==> src/rtl/seq_divider32_pkg.sv <==
// Shared constants and state encoding for the sequential divider.
// The adder and the divider top both import this package.
package seq_divider32_pkg;
    localparam int          DATA_W    = 32;
    localparam int          CNT_W     = 5;
    localparam logic [4:0]  ITER_LAST = 5'd31;
    localparam logic [31:0] DIV0_QUOT = 32'hFFFFFFFF;

    typedef enum logic [1:0] {
        S_IDLE = 2'b00,
        S_RUN  = 2'b01,
        S_DONE = 2'b10
    } state_t;
endpackage

==> src/rtl/seq_divider32_adder.sv <==
// 32-bit ripple adder with carry in/out; the divider drives it as A + ~B + 1.
module adder32
    import seq_divider32_pkg::*;
(
    input  logic [DATA_W-1:0] i_a,
    input  logic [DATA_W-1:0] i_b,
    input  logic              i_cin,
    output logic [DATA_W-1:0] o_sum,
    output logic              o_cout
);
    assign {o_cout, o_sum} = {1'b0, i_a} + {1'b0, i_b} + {{DATA_W{1'b0}}, i_cin};
endmodule

==> src/rtl/seq_divider32.sv <==
// Unsigned 32-bit restoring divider, one quotient bit per clock.
// Start is sampled only in IDLE; Done pulses for one cycle with results valid.
module seq_divider32
    import seq_divider32_pkg::*;
(
    input  logic              i_clk,
    input  logic              i_reset,
    input  logic              i_start,
    input  logic [DATA_W-1:0] i_dividend,
    input  logic [DATA_W-1:0] i_divisor,
    output logic              o_busy,
    output logic              o_done,
    output logic [DATA_W-1:0] o_quotient,
    output logic [DATA_W-1:0] o_remainder,
    output logic              o_div_by_zero,
    output logic [1:0]        o_state
);
    state_t            r_state;
    logic [DATA_W-1:0] r_q;
    logic [DATA_W-1:0] r_r;
    logic [DATA_W-1:0] r_d;
    logic [CNT_W-1:0]  r_cnt;
    logic [DATA_W-1:0] r_quotient;
    logic [DATA_W-1:0] r_remainder;
    logic              r_div_by_zero;

    logic [DATA_W-1:0] w_t;
    logic [DATA_W-1:0] w_diff;
    logic              w_cout;
    logic              w_ok;
    logic [DATA_W-1:0] w_r_next;
    logic [DATA_W-1:0] w_q_next;

    // Shift the next dividend bit into the partial remainder, then trial-subtract.
    assign w_t = {r_r[DATA_W-2:0], r_q[DATA_W-1]};

    adder32 u_adder (
        .i_a    (w_t),
        .i_b    (~r_d),
        .i_cin  (1'b1),
        .o_sum  (w_diff),
        .o_cout (w_cout)
    );

    // The shifted-out msb means T exceeds 32 bits, so it is always >= D.
    assign w_ok     = r_r[DATA_W-1] | w_cout;
    assign w_r_next = w_ok ? w_diff : w_t;
    assign w_q_next = {r_q[DATA_W-2:0], w_ok};

    always_ff @(posedge i_clk) begin
        if (i_reset) begin
            r_state       <= S_IDLE;
            r_q           <= '0;
            r_r           <= '0;
            r_d           <= '0;
            r_cnt         <= '0;
            r_quotient    <= '0;
            r_remainder   <= '0;
            r_div_by_zero <= 1'b0;
        end else begin
            case (r_state)
                S_IDLE: begin
                    if (i_start) begin
                        if (i_divisor != '0) begin
                            r_q           <= i_dividend;
                            r_r           <= '0;
                            r_d           <= i_divisor;
                            r_cnt         <= '0;
                            r_quotient    <= '0;
                            r_remainder   <= '0;
                            r_div_by_zero <= 1'b0;
                        end else begin
                            r_quotient    <= DIV0_QUOT;
                            r_remainder   <= i_dividend;
                            r_div_by_zero <= 1'b1;
                        end
                        r_state <= S_RUN;
                    end
                end
                S_RUN: begin
                    // A zero divisor passes through RUN once without iterating,
                    // giving it a two-cycle latency to Done.
                    if (r_div_by_zero) begin
                        r_state <= S_DONE;
                    end else begin
                        r_r   <= w_r_next;
                        r_q   <= w_q_next;
                        r_cnt <= r_cnt + 5'd1;
                        if (r_cnt == ITER_LAST) begin
                            r_quotient  <= w_q_next;
                            r_remainder <= w_r_next;
                            r_state     <= S_DONE;
                        end
                    end
                end
                S_DONE:  r_state <= S_IDLE;
                default: r_state <= S_IDLE;
            endcase
        end
    end

    assign o_busy        = (r_state != S_IDLE);
    assign o_done        = (r_state == S_DONE);
    assign o_quotient    = r_quotient;
    assign o_remainder   = r_remainder;
    assign o_div_by_zero = r_div_by_zero;
    assign o_state       = r_state;
endmodule

==> config.mk <==
export PLATFORM = sky130hd
export DESIGN_NAME = seq_divider32
export DESIGN_NICKNAME = d
export VERILOG_FILES = /design/src/rtl/seq_divider32_pkg.sv /design/src/rtl/seq_divider32_adder.sv /design/src/rtl/seq_divider32.sv
export SDC_FILE = /design/constraint.sdc
export NUM_CORES = 1
export LEC_CHECK = 0
export ABC_CLOCK_PERIOD_IN_PS = 3300
export CORE_MARGIN = 2
export CORE_UTILIZATION = 40
export CTS_BUF_LIST = sky130_fd_sc_hd__clkbuf_8
export CTS_CLUSTER_SIZE = 24
export DETAILED_ROUTE_END_ITERATION = 16
export PLACE_DENSITY = 0.72
export SLEW_MARGIN = 25
export SYNTH_ARGS = -nofsm -noshare
export SYNTH_HDL_FRONTEND = slang
export SYNTH_SLANG_ARGS = --single-unit
export TNS_END_PERCENT = 1
==> constraint.sdc <==
create_clock -name i_clk -period 3.3 [get_ports i_clk]
set_clock_uncertainty 0.05 [all_clocks]
set_input_delay 0.99 -clock i_clk [delete_from_list [all_inputs] [get_ports i_clk]]
set_output_delay 0.99 -clock i_clk [all_outputs]
set_load 0.05 [all_outputs]
==> impl_metrics.yaml <==
clock_tree:
  cts.htree.levels: 4
  cts_root_buf: "clkbuf_8"
  insertion_delay_ns: 0.48
  cts_sinks: 168
  cts.path.max_buffers: 2
  cts_tree: "built"
  hold_buffers: 0
  clk_pin_slew_ns: 0.11
  numCtsBuffers: 17
setup_path:
  r2r-start: "r_q[31]"
  critPathLaunchType: "register"
  critPathKind: "reg -> reg"
  rr_endpoint: "r_r[15]"
  worstPathCellList: "inv_2 -> ha_4 -> fa_2 -> nand2b_4 -> a21oi_4 -> o2111ai_2 -> o21ba_4 -> a211o_1 -> a211o_1 -> nand2_2 -> buf_12 -> mux2i_1 -> o21ai_0"
  crit_top_cell: "a211o_1"
  arrival_ns: 3.56
  cp_max_fo: 7
  critPathCapture: "r_r[15]"
  worstPathRequired_ns: 3.60
  setup.worst_path.start: "r_q[31]"
  cpMaxStageDelayCell: "a211o_1"
  endpoint_kind: "register"
  reg2reg_slack_ns: 0.03
  reg2regPathDepth: 13
  critPathMaxStageDelay_ns: 0.36
global_routing:
  grt_pass1_wl_microns: 42200
  grt_overflow: 0
  track_usage_pct: 22.0
  first_global_vias: 7876
  antenna_found_initial: 0
  grt_max_degree: 102
sta:
  fmax_mhz: 306
  setup_ws_ns: 0.0327
  worst_slew_pin_slew_ns: 0.583
  layout_min_cycle_time_ns: 3.27
  timing.slew.headroom_pct: 61.1
  setup-violations-final: 0
  slew_violations: 0
  final-hold-violation-count: 0
  rsz0062_at_grt: "true"
  fin_crit_sh_pct: 99.0
final_layout:
  final_common_cell: "dfxtp_1"
  diodes: 0
  regArea_sq_mm: 0.00337
  finalNetCount: 1368
  mostFrequentLayoutCells: "dfxtp_1, nor2_1, clkdlybuf4s50_1"
  multi_input_area_sq_mm: 0.00520
  area_delta_synth_final_pct: 30.8
  drive_gt1_share_pct: 12.6
  fillers: 2024
  final_cell_count_no_fill: 1559
floorplanning:
  die_w_microns: 153
  start_util_pct: 40.8
  die_area_sq_mm: 0.0235
  die_h_microns: 153
  fp.coreArea_sq_mm: 0.0218
  num_rows: 54
  io_pins: 136
synthesis:
  avgSynthCellArea_sq_um: 8.03
  synth_compound_area_share_pct: 26.9
  yosysSeqAreaShare_pct: 37.8
  syn_area_sq_mm: 0.00890
  synth_cell_type_count: 62
  async_reset_ff_share_pct: 0
  synth_adder_area_share_pct: 5.00
  synth_xor_area_share_pct: 2.56
  synth_edf_count: 0
  ys_ff_latch: 168
  synth_fp_nets: 1210
  synth_top_family_by_area: "compound AO/OA/AOI/OAI gates"
  synthMuxAreaShare_pct: 4.29
  synth_ff_type: "dfxtp_1"
  synthCells: 1108
  synthSimpleGateAreaFrac_pct: 18.1
  ys_warn_count: 0
outcome:
  status: "completed"
route:
  ant_nets: 0
  wirelength_microns: 27100
  vias: 8887
  drc: 0
  drt_iter0_markers: 690
  drtPass1Iterations: 5
  routedWlPerCell_microns: 17.4
  viasPerCell: 5.70
place:
  place_inst: 1518
  io_buffers: 135
  routabilityCongestion: 0.933
  pre_cts_ws_ns: -0.111
  hpwl_microns: 19900
power:
  p_leak_nw: 4.56
  vdd_drop_max_mv: 1.02
  power.density_mw_per_mm2: 1130
worst_hold_path:
  min_delay_path_depth: 2
  hold_path_class: "reg -> reg"
job:
  maxCapViolations: 0
[routing by layer]
layer  share of wire [%]  wire length [microns]  up-vias  global-route usage [%]
met5                   0                      0        -                       0
met4                 1.2                    326        0                    5.42
met3                 8.3                   2250       29                    4.71
met2                  43                  11500      360                    31.9
met1                  48                  13000     4136                    33.1
li1                    -                      -     4362                       -
[worst max-delay path: cells and delay by family (launching register included)]
kind                       cells  cell delay, ns
adders and majority gates      2            0.50
buffers and inverters          2            0.19
AOI/OAI and AO/OA              6            1.42
DFF                            1            0.35
and+or+nand+nor                2            0.29
muxes                          1            0.34
[stage by stage]
step	utilization [%]	instance area, sq um	hold slack, ns	TNS [ns]	total power, mW
detailed placement	50.4	11000	0.398	-4.51	10.5
floorplan	-	8900	0.382	0	7.88
finish	53.4	11600	0.422	0	13.1
global route	53.4	11600	0.449	-0.669	14.0
CTS	52.4	11400	0.417	0	12.1
global placement	50.4	11000	0.394	-0.0546	10.5
[synth_stat cells (10+ instances only)]
cell,count,area [sq um]
inv_1,39,146
a21o_1,20,150
o211ai_1,25,188
a311oi_1,76,666
dfxtp_1,168,3360
a21oi_1,94,470
o21ai_0,45,225
nand2b_1,10,62.6
buf_1,11,41.3
mux2i_1,37,370
a31oi_1,12,75.1
nand3_1,30,150
ha_1,34,425
a211oi_1,17,128
nor2_1,151,567
xnor2_1,18,158
clkbuf_1,67,251
nand2_1,118,443
and3_1,13,81.3
[how the worst min path moves through the flow]
stage | startpoint | endpoint | slack (ns)
floorplan | r_q[0] | r_q[0] | 0.38
global placement | r_q[0] | r_q[0] | 0.39
detailed placement | r_q[0] | r_q[0] | 0.40
CTS | r_q[0] | r_q[0] | 0.42
global route | r_cnt[4] | r_cnt[4] | 0.45
finish | r_cnt[4] | r_cnt[4] | 0.42
[report_power, final]
part           leakage (nW)  internal, mW  total, mW  switching (mW)
Combinational          2.98          4.05       8.95            4.90
Sequential             1.38          2.36       2.71           0.347
Clock                 0.205         0.576       1.49           0.916
[flip-flops by register name (all words and copies together), names as in the netlist]
name	count
o_quotient	32
o_remainder	32
r_d	32
r_q	32
r_r	32
r_cnt	5
o_state	2
o_div_by_zero	1
[final cells by class]
class	count	area share (%)
clock buffer	17	2.01
clock inverter	15	1.48
inverter	39	1.26
multi-input combinational	816	44.6
sequential	168	28.9
tap	280	3.01
timing repair buffer	224	18.7
[kinds of logic after synthesis]
group           after synthesis
simple gates                370
buf+inv                     124
xor+xnor                     26
flops                       168
compound gates              347
fa+ha+maj                    35
mux                          38
[what timing repair did]
item	4_1_cts	5_1_grt
pin swaps	3	14
buffers inserted	2	4
gates cloned	0	3
setup endpoints to repair	35	33
resized for setup	4	27
No activity file was read; power rests on OpenSTA's default activity.
